`src/rtl/sample_voice_addr_gen_pkg.sv`:
```
// Shared types for the sampler voice address path.
// Build option: SAMPLER_PINGPONG_EN selects whether mode 2 decodes to
// ping-pong or folds onto loop.
package sampler_pkg;

  typedef enum logic [1:0] {
    MODE_ONESHOT  = 2'd0,
    MODE_LOOP     = 2'd1,
    MODE_PINGPONG = 2'd2
  } voice_mode_t;

  typedef enum logic [1:0] {
    IDLE = 2'd0,
    FWD  = 2'd1,
    REV  = 2'd2,
    HOLD = 2'd3
  } voice_state_t;

  // Raw mode 3 is treated as one-shot. Without ping-pong support, mode 2 plays as a loop.
  function automatic voice_mode_t decode_mode(input logic [1:0] raw);
    case (raw)
      2'd1:    return MODE_LOOP;
`ifdef SAMPLER_PINGPONG_EN
      2'd2:    return MODE_PINGPONG;
`else
      2'd2:    return MODE_LOOP;
`endif
      default: return MODE_ONESHOT;
    endcase
  endfunction

endpackage

```
`src/rtl/sample_voice_addr_gen_if.sv`:
```
// Voice-control and BRAM-address bundle between the voice allocator (master)
// and the address generator (slave). Per-voice fields are packed with voice 0
// in the least-significant slice.
interface sample_voice_addr_gen_if #(
  parameter int NUM_VOICES = 4,
  parameter int ADDR_WIDTH = 13
);

  logic                             sample_tick;
  logic [NUM_VOICES-1:0]            gate_in;
  logic [2*NUM_VOICES-1:0]          mode_in;
  logic [ADDR_WIDTH*NUM_VOICES-1:0] start_addr_in;
  logic [ADDR_WIDTH*NUM_VOICES-1:0] end_addr_in;
  logic [ADDR_WIDTH*NUM_VOICES-1:0] sample_addr;
  logic [NUM_VOICES-1:0]            voice_active;
  logic [NUM_VOICES-1:0]            loop_pulse;

  modport master (
    output sample_tick, gate_in, mode_in, start_addr_in, end_addr_in,
    input  sample_addr, voice_active, loop_pulse
  );

  modport slave (
    input  sample_tick, gate_in, mode_in, start_addr_in, end_addr_in,
    output sample_addr, voice_active, loop_pulse
  );

endinterface

```
`src/rtl/sample_voice_addr_gen_channel.sv`:
```
// One sampler voice: gate edge detect, region latch, play FSM and address counter.
// Build option: SAMPLER_PINGPONG_EN adds the REV state for ping-pong playback.
//
// state | meaning
// IDLE  | gate low, address parked at 0
// FWD   | playing upward toward the latched end
// REV   | playing downward toward the latched start (ping-pong only)
// HOLD  | one-shot finished, address parked at end until gate falls
module voice_addr_channel
  import sampler_pkg::*;
#(
  parameter int ADDR_WIDTH = 13
) (
  input  logic                  clk,
  input  logic                  rst,
  input  logic                  sample_tick,
  input  logic                  gate,
  input  logic [1:0]            mode,
  input  logic [ADDR_WIDTH-1:0] start_addr,
  input  logic [ADDR_WIDTH-1:0] end_addr,
  output logic [ADDR_WIDTH-1:0] addr,
  output logic                  active,
  output logic                  loop_pulse
);

  localparam logic [1:0] S_IDLE = IDLE;
  localparam logic [1:0] S_FWD  = FWD;
  localparam logic [1:0] S_HOLD = HOLD;
`ifdef SAMPLER_PINGPONG_EN
  localparam logic [1:0] S_REV  = REV;
`endif

  logic [1:0]            state, nxt_state;
  logic                  gate_prev;
  logic                  rise;
  voice_mode_t           mode_l, nxt_mode;
  logic [ADDR_WIDTH-1:0] start_l, nxt_start;
  logic [ADDR_WIDTH-1:0] end_l, nxt_end;
  logic [ADDR_WIDTH-1:0] nxt_addr;
  logic                  nxt_pulse;
  logic                  nxt_active;

  assign rise = gate & ~gate_prev;

  // Next-state: gate low dominates, then a trigger, then tick-driven stepping.
  always_comb begin
    nxt_state = state;
    nxt_addr  = addr;
    nxt_pulse = 1'b0;
    nxt_mode  = mode_l;
    nxt_start = start_l;
    nxt_end   = end_l;

    if (!gate) begin
      nxt_state = S_IDLE;
      nxt_addr  = '0;
    end else if (rise) begin
      // A trigger on a tick cycle loads start and does not advance.
      nxt_mode  = decode_mode(mode);
      nxt_start = start_addr;
      nxt_end   = (end_addr < start_addr) ? start_addr : end_addr;
      nxt_addr  = start_addr;
      nxt_state = S_FWD;
    end else if (sample_tick) begin
      case (state)
        S_FWD: begin
          if (addr < end_l) begin
            nxt_addr = addr + 1'b1;
          end else begin
            case (mode_l)
              MODE_LOOP: begin
                nxt_addr  = start_l;
                nxt_pulse = 1'b1;
              end
`ifdef SAMPLER_PINGPONG_EN
              MODE_PINGPONG: begin
                nxt_state = S_REV;
                nxt_addr  = (end_l == start_l) ? start_l : end_l - 1'b1;
                nxt_pulse = 1'b1;
              end
`endif
              default: nxt_state = S_HOLD;
            endcase
          end
        end
`ifdef SAMPLER_PINGPONG_EN
        S_REV: begin
          if (addr > start_l) begin
            nxt_addr = addr - 1'b1;
          end else begin
            nxt_state = S_FWD;
            nxt_addr  = (end_l == start_l) ? start_l : start_l + 1'b1;
            nxt_pulse = 1'b1;
          end
        end
`endif
        default: ;
      endcase
    end
  end

`ifdef SAMPLER_PINGPONG_EN
  assign nxt_active = (nxt_state == S_FWD) || (nxt_state == S_REV);
`else
  assign nxt_active = (nxt_state == S_FWD);
`endif

  // State, latched region and registered outputs; reset discards the region.
  always_ff @(posedge clk or posedge rst) begin
    if (rst) begin
      state      <= S_IDLE;
      gate_prev  <= 1'b0;
      mode_l     <= MODE_ONESHOT;
      start_l    <= '0;
      end_l      <= '0;
      addr       <= '0;
      active     <= 1'b0;
      loop_pulse <= 1'b0;
    end else begin
      state      <= nxt_state;
      gate_prev  <= gate;
      mode_l     <= nxt_mode;
      start_l    <= nxt_start;
      end_l      <= nxt_end;
      addr       <= nxt_addr;
      active     <= nxt_active;
      loop_pulse <= nxt_pulse;
    end
  end

endmodule

```
`src/rtl/sample_voice_addr_gen.sv`:
```
// Multi-voice sample-playback address generator: NUM_VOICES independent
// voice channels sharing one sample-rate tick, outputs packed per voice.
// Build option: SAMPLER_PINGPONG_EN enables ping-pong playback for mode 2.
module sample_voice_addr_gen
  import sampler_pkg::*;
#(
  parameter int NUM_VOICES = 4,
  parameter int BRAM_DEPTH = 8192,
  parameter int ADDR_WIDTH = 13
) (
  input logic                    clk_in,
  input logic                    rst_in,
  sample_voice_addr_gen_if.slave bus
);

  if (ADDR_WIDTH != $clog2(BRAM_DEPTH)) begin : g_width_check
    $error("ADDR_WIDTH must equal clog2(BRAM_DEPTH)");
  end

  for (genvar v = 0; v < NUM_VOICES; v++) begin : g_voice
    voice_addr_channel #(
      .ADDR_WIDTH (ADDR_WIDTH)
    ) u_channel (
      .clk         (clk_in),
      .rst         (rst_in),
      .sample_tick (bus.sample_tick),
      .gate        (bus.gate_in[v]),
      .mode        (bus.mode_in[2*v +: 2]),
      .start_addr  (bus.start_addr_in[v*ADDR_WIDTH +: ADDR_WIDTH]),
      .end_addr    (bus.end_addr_in[v*ADDR_WIDTH +: ADDR_WIDTH]),
      .addr        (bus.sample_addr[v*ADDR_WIDTH +: ADDR_WIDTH]),
      .active      (bus.voice_active[v]),
      .loop_pulse  (bus.loop_pulse[v])
    );
  end

endmodule

```
`src/flat_wrapper.sv`:
```
// flat-port wrapper written by rule: the top's interface ports become plain ports
module sample_voice_addr_gen_flat import sampler_pkg::*;
#(
  parameter int NUM_VOICES = 4,
  parameter int BRAM_DEPTH = 8192,
  parameter int ADDR_WIDTH = 13
)
  (clk_in, rst_in, bus_sample_tick, bus_gate_in, bus_mode_in, bus_start_addr_in, bus_end_addr_in, bus_sample_addr, bus_voice_active, bus_loop_pulse);
  sample_voice_addr_gen_if #(.NUM_VOICES(NUM_VOICES), .ADDR_WIDTH(ADDR_WIDTH)) bus_i ();
  input logic clk_in;
  input logic rst_in;
  input wire logic [$bits(bus_i.sample_tick)-1:0] bus_sample_tick;
  input wire logic [$bits(bus_i.gate_in)-1:0] bus_gate_in;
  input wire logic [$bits(bus_i.mode_in)-1:0] bus_mode_in;
  input wire logic [$bits(bus_i.start_addr_in)-1:0] bus_start_addr_in;
  input wire logic [$bits(bus_i.end_addr_in)-1:0] bus_end_addr_in;
  output wire logic [$bits(bus_i.sample_addr)-1:0] bus_sample_addr;
  output wire logic [$bits(bus_i.voice_active)-1:0] bus_voice_active;
  output wire logic [$bits(bus_i.loop_pulse)-1:0] bus_loop_pulse;
  assign bus_i.sample_tick = bus_sample_tick;
  assign bus_i.gate_in = bus_gate_in;
  assign bus_i.mode_in = bus_mode_in;
  assign bus_i.start_addr_in = bus_start_addr_in;
  assign bus_i.end_addr_in = bus_end_addr_in;
  assign bus_sample_addr = bus_i.sample_addr;
  assign bus_voice_active = bus_i.voice_active;
  assign bus_loop_pulse = bus_i.loop_pulse;
  sample_voice_addr_gen #(.NUM_VOICES(NUM_VOICES), .BRAM_DEPTH(BRAM_DEPTH), .ADDR_WIDTH(ADDR_WIDTH)) u_core (.clk_in(clk_in), .rst_in(rst_in), .bus(bus_i));
endmodule
```
`config.mk`:
```
export PLATFORM = sky130hd
export DESIGN_NAME = sample_voice_addr_gen_flat
export DESIGN_NICKNAME = d
export VERILOG_FILES = /design/src/rtl/sample_voice_addr_gen_pkg.sv /design/src/rtl/sample_voice_addr_gen_if.sv /design/src/rtl/sample_voice_addr_gen_channel.sv /design/src/rtl/sample_voice_addr_gen.sv /design/src/flat_wrapper.sv
export SDC_FILE = /design/constraint.sdc
export NUM_CORES = 1
export LEC_CHECK = 0
export ABC_AREA = 1
export BUFFER_PORTS_ARGS = -buffer_cell sky130_fd_sc_hd__buf_2
export CAP_MARGIN = 20
export CORE_UTILIZATION = 50
export DETAILED_ROUTE_END_ITERATION = 10
export PLACE_DENSITY_LB_ADDON = 0.15
export SYNTH_ARGS = -nofsm -noshare
export SYNTH_HDL_FRONTEND = slang
export SYNTH_SLANG_ARGS = --single-unit
```
`constraint.sdc`:
```
create_clock -name clk_in -period 6.5 [get_ports clk_in]
set_input_delay 0.975 -clock clk_in [delete_from_list [all_inputs] [get_ports clk_in]]
set_output_delay 0.975 -clock clk_in [all_outputs]
set_load 0.01 [all_outputs]
```
Yosys cells after proc, flatten, opt, wreduce, memory -nomap -nowiden
Cells that the tools add are included.
Cells by class
  reductions and logical operators: 12
  order comparisons: 8
  bitwise operators: 8
  muxes and demuxes: 80
  add/subtract/negate cells: 4
  equality and inequality tests: 32
Operator list (number)
  13-bit 2-to-1 mux: 28
  13-bit less-than comparator: 8
  13-bit by 1-bit adder with 13-bit output (second input constant): 4
  2-bit 2-to-1 mux: 24
  2-bit by 1-bit equality test with 1-bit output (second input constant): 16
  1-bit 2-to-1 mux: 28
  4-bit by 1-bit inequality test with 1-bit output (second input constant): 4
  3-bit by 1-bit inequality test with 1-bit output (second input constant): 4
  3-bit by 2-bit inequality test with 1-bit output (second input constant): 4
  3-bit AND reduction: 4
  2-bit equality test (second input constant): 4
  2-bit AND reduction: 4
  2-bit OR reduction: 4
  1-bit bitwise AND: 4
  1-bit NOT: 4
Word-level totals
  input bits: 119
  output and inout bits: 60
  flip-flop bits (word level): 184

Logic depth before layout (Yosys ltp)
Gate-level depths: netlist of run 1.
  depth in word-level cells: 8
  gate-level depth with buffers: 15
  depth with buffers taken out: 14

Cells and area by module
A second synthesis of run 1 with hierarchy kept.
Unflattened totals
  cells, all modules: 1796
  area, all modules: 12669.7 µm²
By module, submodules not included
  voice_addr_channel at u_core.g_voice[0].u_channel ...: area an instance 3179.3 µm², cells each 450, instances 3
  voice_addr_channel at u_core.g_voice[3].u_channel: area an instance 3131.8 µm², cells each 446, instances 1

Worst setup path before layout of run 1
No wires, ideal clock.
  path type: input to register
  from: in bus_start_addr_in[38]
  to: reg u_core.g_voice[2].u_channel.end_l[3]
  cell stages on the path: 11
  slack: 4.112 ns
  data arrival time: 2.261 ns
  required time: 6.373 ns
  cells stage by stage: inv_1 > ha_1 > nand2_1 > inv_1 > a31oi_1 > o21ai_0 > nor2_1 > buf_2 > nand3_1 > nand2_1 > o21ai_0
Between the ends
  word-level cells in the longest chain between the ends: 2
Ends and longest elaborated chain
  start: declaration: line flat_wrapper.sv:15  | input wire logic [$bits(bus_i.start_addr_in)-1:0] bus_start_addr_in;
  13-bit less-than comparator: line sample_voice_addr_gen_channel.sv:61  | nxt_end = (end_addr < start_addr) ? start_addr : end_addr;
  13-bit 2-to-1 mux: line sample_voice_addr_gen_channel.sv:61
  end signal: assignment: line sample_voice_addr_gen_channel.sv:124  | end_l <= nxt_end;
  end: declaration: line sample_voice_addr_gen_channel.sv:38  | logic [ADDR_WIDTH-1:0] end_l, nxt_end;
Every way passes these cells.
A chain may end at the register's enable or synchronous reset.

Final worst setup path of run 1
  from: reg u_core.g_voice[2].u_channel.addr[8]
  to: reg u_core.g_voice[2].u_channel.addr[9]
Between the ends
  word-level cells in the longest chain between the ends: 6
Ends and longest elaborated chain
  start: declaration: line sample_voice_addr_gen_channel.sv:21  | output logic [ADDR_WIDTH-1:0] addr,
  start signal: assignment: line sample_voice_addr_gen_channel.sv:125  | addr <= nxt_addr;
  13-bit by 1-bit adder with 13-bit output or 13-bit less-than comparator (tied branches): line sample_voice_addr_gen_channel.sv:68, sample_voice_addr_gen_channel.sv:67
  13-bit 2-to-1 mux: line sample_voice_addr_gen_channel.sv:67  | if (addr < end_l) begin
  13-bit 2-to-1 mux: line sample_voice_addr_gen_channel.sv:65  | case (state)
  13-bit 2-to-1 mux: line sample_voice_addr_gen_channel.sv:64  | end else if (sample_tick) begin
  13-bit 2-to-1 mux: line sample_voice_addr_gen_channel.sv:57  | end else if (rise) begin
  13-bit 2-to-1 mux: line sample_voice_addr_gen_channel.sv:54  | if (!gate) begin
Several ways; a longest one is shown, not always the timed one. The select of a mux whose other input is x is not followed.

==> flow_summary.yaml, run 1 <==
logic_synthesis:
  postSynthAreaPerCell_um2: 6.94
  yosysWarnings: 0
  async_flop_share: 1.00
  yosysMostFrequentCell: "nand2_1"
  post_synth_instance_area_mm2: 0.0124
  ys_types: 34
  synth_edf_count: 0
  ys_seq_area_frac: 0.363
  synth_top_area_cell: "dfrtp_1"
  syn_inst: 1787
  synth_common_cells: "nand2_1 (550), inv_1 (265), nand3_1 (198)"
  ys_seq_elements: 180
  synth_top_area_share: 0.363
  yosys-top-cells-area: "dfrtp_1 (36%), nand2_1 (17%), ha_1 (10%)"
  ys.flop_type: "dfrtp_1"
  syn_nets: 2006
power_and_ir_drop:
  power.static_leakage_uw: 0.00780
  cellPowerDensity_mw_per_mm2: 275
  vdd_ir_drop_max_mv: 0.135
critical_path:
  cp.arrival_ps: 3400
  end_kind: "register"
  crit_type: "register to register"
  cp.required_ps: 6850
  worstPathCellList: "ha_1, nand2_1, inv_1, nand2_1, nand2_1, a21oi_2, nand2_1, nand2_1, nand2_1, nand2_2, nand2_1, o21ai_1"
  cp-start-kind: "register"
  rrSetupSlack_ps: 3460
  r2r_cells: 12
  crit_path_top_delay_cell: "a21oi_2"
  cpMostUsedCell: "nand2_1"
  crit_fanout: 13
  cpPeakStageDelay_ps: 540
layout:
  diodes: 0
  area_growth_pct: 13.0
  finalNetCount: 2146
  fin_util: 0.576
  nFillCells: 2312
  final_layout_size_suffix_gt1_frac: 0.134
  final_area_mm2: 0.0140
die:
  die_y_um: 160
  coreArea_mm2: 0.0243
  die_area_mm2: 0.0254
  start_util: 0.510
  ioPinCount: 179
  row_count: 57
  fp.dieW_um: 160
job:
  max-cap-violations: 0
sta:
  period_share: 0.468
  tightestPinTransition_ps: 1060
  relSlewSlack: 0.291
  slew_violations: 0
  rsz0062_at_grt: "false"
  layout_setup_ws_ps: 3460
  hold_viol: 0
  hold_slack_ps: 482
  setup_viol: 0
  period_needed_ps: 3040
  tns_ps: 0
  finalClockSkew_ps: 13.3
  max_freq_mhz: 329
cts:
  post_cts_resized: 0
  clockBufferDepth: 2
  clock_latency_ps: 440
  post-cts-setup-buffers: 0
  htreeDepth: 4
  path_clk_slew_ps: 70
  cts_root_buffer: "clkbuf_16"
  tritoncts: "built"
  cts_num_sinks: 180
  cts_buffers: 17
  ctsHoldBuffers: 0
placement:
  place_ws_ps: 3160
  hpwlAfterDp_mm: 22.1
  portBuffers: 178
  dpl-instance-area_mm2: 0.0134
  gp_congestion: 0.872
grt:
  grtUsageMet1: 0.350
  grt_use_total: 0.246
  grt_pass1_wl_mm: 51.4
  grt.busiest_layer: "met2"
  antenna_found_initial: 0
  grt_max_degree: 105
  grt_pass1_vias: 10700
  grt_util_met2: 0.394
  use_met3: 0.0313
  grt.overflow.total: 0
detailed_routing:
  routedWlPerCell_um: 13.4
  via_count: 11500
  dr.pass1.iters: 5
  ant_nets: 0
  drt_first_iter_violations: 880
  via_per_inst: 5.07
  drt_wl_total_mm: 30.4
  drcViolationCount: 0
hold_path:
  hold_class: "register to register"
  min_path_cells: 2
run_status:
  status: "finished, final reports clean"
[cells by family (layout without fill, tap and decap cells)]
kind of cell / Yosys count / after routing / share of synthesized area
AOI/OAI and AO/OA: 212 / 212 / 0.0893
xor gates and xnor gates: 27 / 27 / 0.0191
adders and majority gates: 100 / 100 / 0.101
buffers and inverters: 340 / 493 / 0.111
DFF: 180 / 180 / 0.363
and+or+nand+nor: 928 / 928 / 0.316
[metal layers]
layer | vias to the layer above | part of all wire
met4 | 0 | 0.013
met5 | - | 0
li1 | 5939 | -
met1 | 5225 | 0.48
met2 | 284 | 0.46
met3 | 34 | 0.043
[registers in the layout, indices dropped and copies added (netlist names)]
signal	flops
u_core.g_voice.u_channel.addr	52
u_core.g_voice.u_channel.loop_pulse	4
u_core.g_voice.u_channel.gate_prev	4
u_core.g_voice.u_channel.end_l	52
u_core.g_voice.u_channel.start_l	52
u_core.g_voice.u_channel.state	8
u_core.g_voice.u_channel.mode_l	4
u_core.g_voice.u_channel.active	4
[final timing paths]
path / start / end
hold reg to reg: u_core.g_voice[3].u_channel.end_l[5] / u_core.g_voice[3].u_channel.end_l[5]
hold / removal: u_core.g_voice[3].u_channel.end_l[5] / u_core.g_voice[3].u_channel.end_l[5]
min in group asynchronous: rst_in / u_core.g_voice[0].u_channel.start_l[3]
setup reg to reg: u_core.g_voice[2].u_channel.addr[8] / u_core.g_voice[2].u_channel.addr[9]
max in group asynchronous: rst_in / u_core.g_voice[3].u_channel.start_l[5]
setup / recovery: u_core.g_voice[2].u_channel.addr[8] / u_core.g_voice[2].u_channel.addr[9]
[layout by cell type, fill, tap and decap left out, types with 5 or more instances in the layout]
| cell type | instances |
|---|---|
| a21oi_1 | 94 |
| buf_2 | 178 |
| buf_4 | 8 |
| clkbuf_16 | 17 |
| dfrtp_1 | 180 |
| ha_1 | 100 |
| inv_1 | 264 |
| inv_2 | 7 |
| inv_6 | 5 |
| nand2_1 | 550 |
| nand2_2 | 7 |
| nand3_1 | 198 |
| nand3b_1 | 11 |
| nand4_1 | 17 |
| nor2_1 | 121 |
| nor2_2 | 10 |
| o21ai_0 | 75 |
| o21ai_1 | 28 |
| or2_2 | 5 |
| xnor2_1 | 12 |
| xor2_1 | 15 |
[stage by stage]
| step | power (µW) | cells |
|---|---|---|
| after floorplan | 2460 | 1787 |
| after global placement | 2820 | 2231 |
| after detailed placement | 2850 | 2231 |
| after CTS | 3880 | 2263 |
| after global routing | 4160 | 2264 |
| final | 3860 | 2264 |
[area by class of cell]
type | instances | area [µm²] | area share
sequential | 180 | 4500 | 0.321
inverter | 274 | 1040 | 0.0739
clock buffer | 18 | 439 | 0.0313
timing repair buffer | 187 | 978 | 0.0698
multi-input combinational | 1267 | 6520 | 0.465
clock inverter | 14 | 136 | 0.00973
tap | 324 | 405 | 0.0289
[critical path: cells and delay by family, from the launching register on]
kind	cells	cell delay, ps
compound gates	2	760
fa+ha+maj	1	360
buf+inv	1	50
flops	1	490
simple gates	8	1300
[power by group]
group | switching [µW] | internal (µW) | leakage (µW)
clock network | 505 | 518 | 0.000278
logic | 819 | 509 | 0.00529
registers | 211 | 1300 | 0.00223
total | 1530 | 2330 | 0.00780
(Power assumes the default switching activity.)
==> inputs of run 2 (changes only) <==
==> constraint.sdc (replaced) <==
create_clock -name clk_in -period 2.69 [get_ports clk_in]
set_input_delay 0.4035 -clock clk_in [delete_from_list [all_inputs] [get_ports clk_in]]
set_output_delay 0.4035 -clock clk_in [all_outputs]
set_load 0.01 [all_outputs]
==> flow_summary.yaml, run 2 (same netlist as run 1, synthesis figures left out) <==
run_status:
  status: "finished, final reports clean"
layout:
  layout_common_cells: "nand2_1 (550), inv_1 (264), nand3_1 (198), dfrtp_1 (180), buf_2 (178)"
  nFillCells: 2391
  multi_input_area_mm2: 0.00652
  layout_commonest_cell: "nand2_1"
  regArea_mm2: 0.00450
  area_growth_pct: 14.8
  diodes: 0
  finalNetCount: 2174
  final_layout_size_suffix_gt1_frac: 0.145
  reg.largest.list: "u_core.g_voice.u_channel.addr (52), u_core.g_voice.u_channel.end_l (52), u_core.g_voice.u_channel.start_l (52)"
  final_cells: 2292
detailed_routing:
  via_per_inst: 5.12
  drt_first_iter_violations: 922
  dr.pass1.iters: 5
  drt_wl_total_mm: 31.3
  drcViolationCount: 0
  ant_nets: 0
  via_count: 11700
  routedWlPerCell_um: 13.7
critical_path:
  crit_buf_inv: 1
  worstPathCellList: "ha_1, nand2_1, nor2_4, nand2_1, nor2_2, nand2_2, nand2_4, nand2_4, nand2_4, nand2_4, inv_2, o21ai_0"
  end_kind: "register"
  r2r_start: "u_core.g_voice[0].u_channel.addr[10]"
  path_delay_family: "simple AND/OR/NAND/NOR gates"
  r2r-end: "u_core.g_voice[0].u_channel.addr[12]"
  rrSetupSlack_ps: 340
  crit_path_top_delay_cell: "dfrtp_1"
  cp.arrival_ps: 2660
  crit_type: "register to register"
  crit_fanout: 15
  cp.required_ps: 3010
  cp-start-kind: "register"
  r2r_cells: 12
  cpPeakStageDelay_ps: 450
  cpMostUsedCell: "nand2_4"
placement:
  portBuffers: 178
  place_ws_ps: 358
  placedCellCount: 2260
  gp_congestion: 0.880
  hpwlAfterDp_mm: 23.5
cts:
  path_clk_slew_ps: 80
  tritoncts: "built"
  cts_num_sinks: 180
  ctsHoldBuffers: 0
  post-cts-setup-buffers: 0
  post_cts_resized: 0
  cts_root_buffer: "clkbuf_16"
  clock_latency_ps: 440
  cts_buffers: 17
  htreeDepth: 4
  clockBufferDepth: 2
die:
  coreArea_mm2: 0.0243
  ioPinCount: 179
  start_util: 0.510
  fp.dieW_um: 160
  die_area_mm2: 0.0254
  die_y_um: 160
  row_count: 57
grt:
  grt_pass1_wl_mm: 53.6
  antenna_found_initial: 1
  grt_max_degree: 72
  grt.overflow.total: 0
  grt_pass1_vias: 10900
  grt_use_total: 0.256
sta:
  rsz0062_at_grt: "false"
  tightestPinTransition_ps: 561
  slew_violations: 0
  period_needed_ps: 2350
  hold_viol: 0
  hold_slack_ps: 14.3
  finalClockSkew_ps: 13.8
  max_freq_mhz: 426
  setup_viol: 0
  layout_setup_ws_ps: 344
  tns_ps: 0
  period_share: 0.872
  relSlewSlack: 0.625
job:
  max-cap-violations: 0
power_and_ir_drop:
  power.static_leakage_uw: 0.00793
  vdd_ir_drop_max_mv: 0.367
  cellPowerDensity_mw_per_mm2: 668
hold_path:
  hold_class: "input pin to asynchronous set/reset pin"
## run 2: cell types whose count changed in the layout (fill, tap and decap cells not counted), sizes merged
cell      before  now
inv          279  278
bufinv         0    1
buf          187  215
clkbuf        18   19
clkinv         7    4
clkinvlp       2    4
## run 2: area by class of cell
cell class              instances  share of cell area
clock inverters                13             0.00993
flip-flops and latches        180               0.316
repair buffers                215              0.0838
inverters                     274              0.0725
multi-input cells            1267               0.458
well taps                     324              0.0285
clock buffers                  19              0.0311
## run 2: worst register-to-register path, cell delays in order (launching register included)
cell and delay (ps):
dfrtp_1 450, ha_1 330, nand2_1 90, nor2_4 130, nand2_1 80, nor2_2 90, nand2_2 210, nand2_4 250
nand2_4 70, nand2_4 60, nand2_4 110, inv_2 240, o21ai_0 130
## run 2: power breakdown
group | switching (µW) | internal [µW]
clock network | 1180 | 1340
logic | 2070 | 1330
registers | 457 | 3140
total | 3700 | 5810
## run 2: layer usage
layer	vias to the layer above	track usage	wire, µm
met3	39	0.0380	1530
met4	0	0.0677	461
met1	5385	0.358	14900
li1	5995	-	-
met5	-	0	0
met2	305	0.413	14400
## run 2: worst max path at each step
stage,startpoint,end,depth (start not counted),slack [ps]
finish,u_core.g_voice[0].u_channel.addr[10],u_core.g_voice[0].u_channel.addr[12],12,340
global route,u_core.g_voice[0].u_channel.addr[10],u_core.g_voice[0].u_channel.addr[12],12,140
CTS,u_core.g_voice[0].u_channel.addr[10],u_core.g_voice[0].u_channel.addr[12],12,330
detailed placement,u_core.g_voice[0].u_channel.addr[10],u_core.g_voice[0].u_channel.addr[12],12,360
global placement,u_core.g_voice[0].u_channel.addr[10],u_core.g_voice[0].u_channel.addr[12],12,380
floorplan,rst_in,u_core.g_voice[0].u_channel.active,1,-20
## run 2: through the flow
stage	instance area [µm²]	utilization	power (µW)
2_1_floorplan	12400	-	5940
3_3_place_gp	13700	0.561	6950
3_5_place_dp	13700	0.561	7030
4_1_cts	14200	0.585	9580
5_1_grt	14200	0.585	10300
6_report	14200	0.585	9520
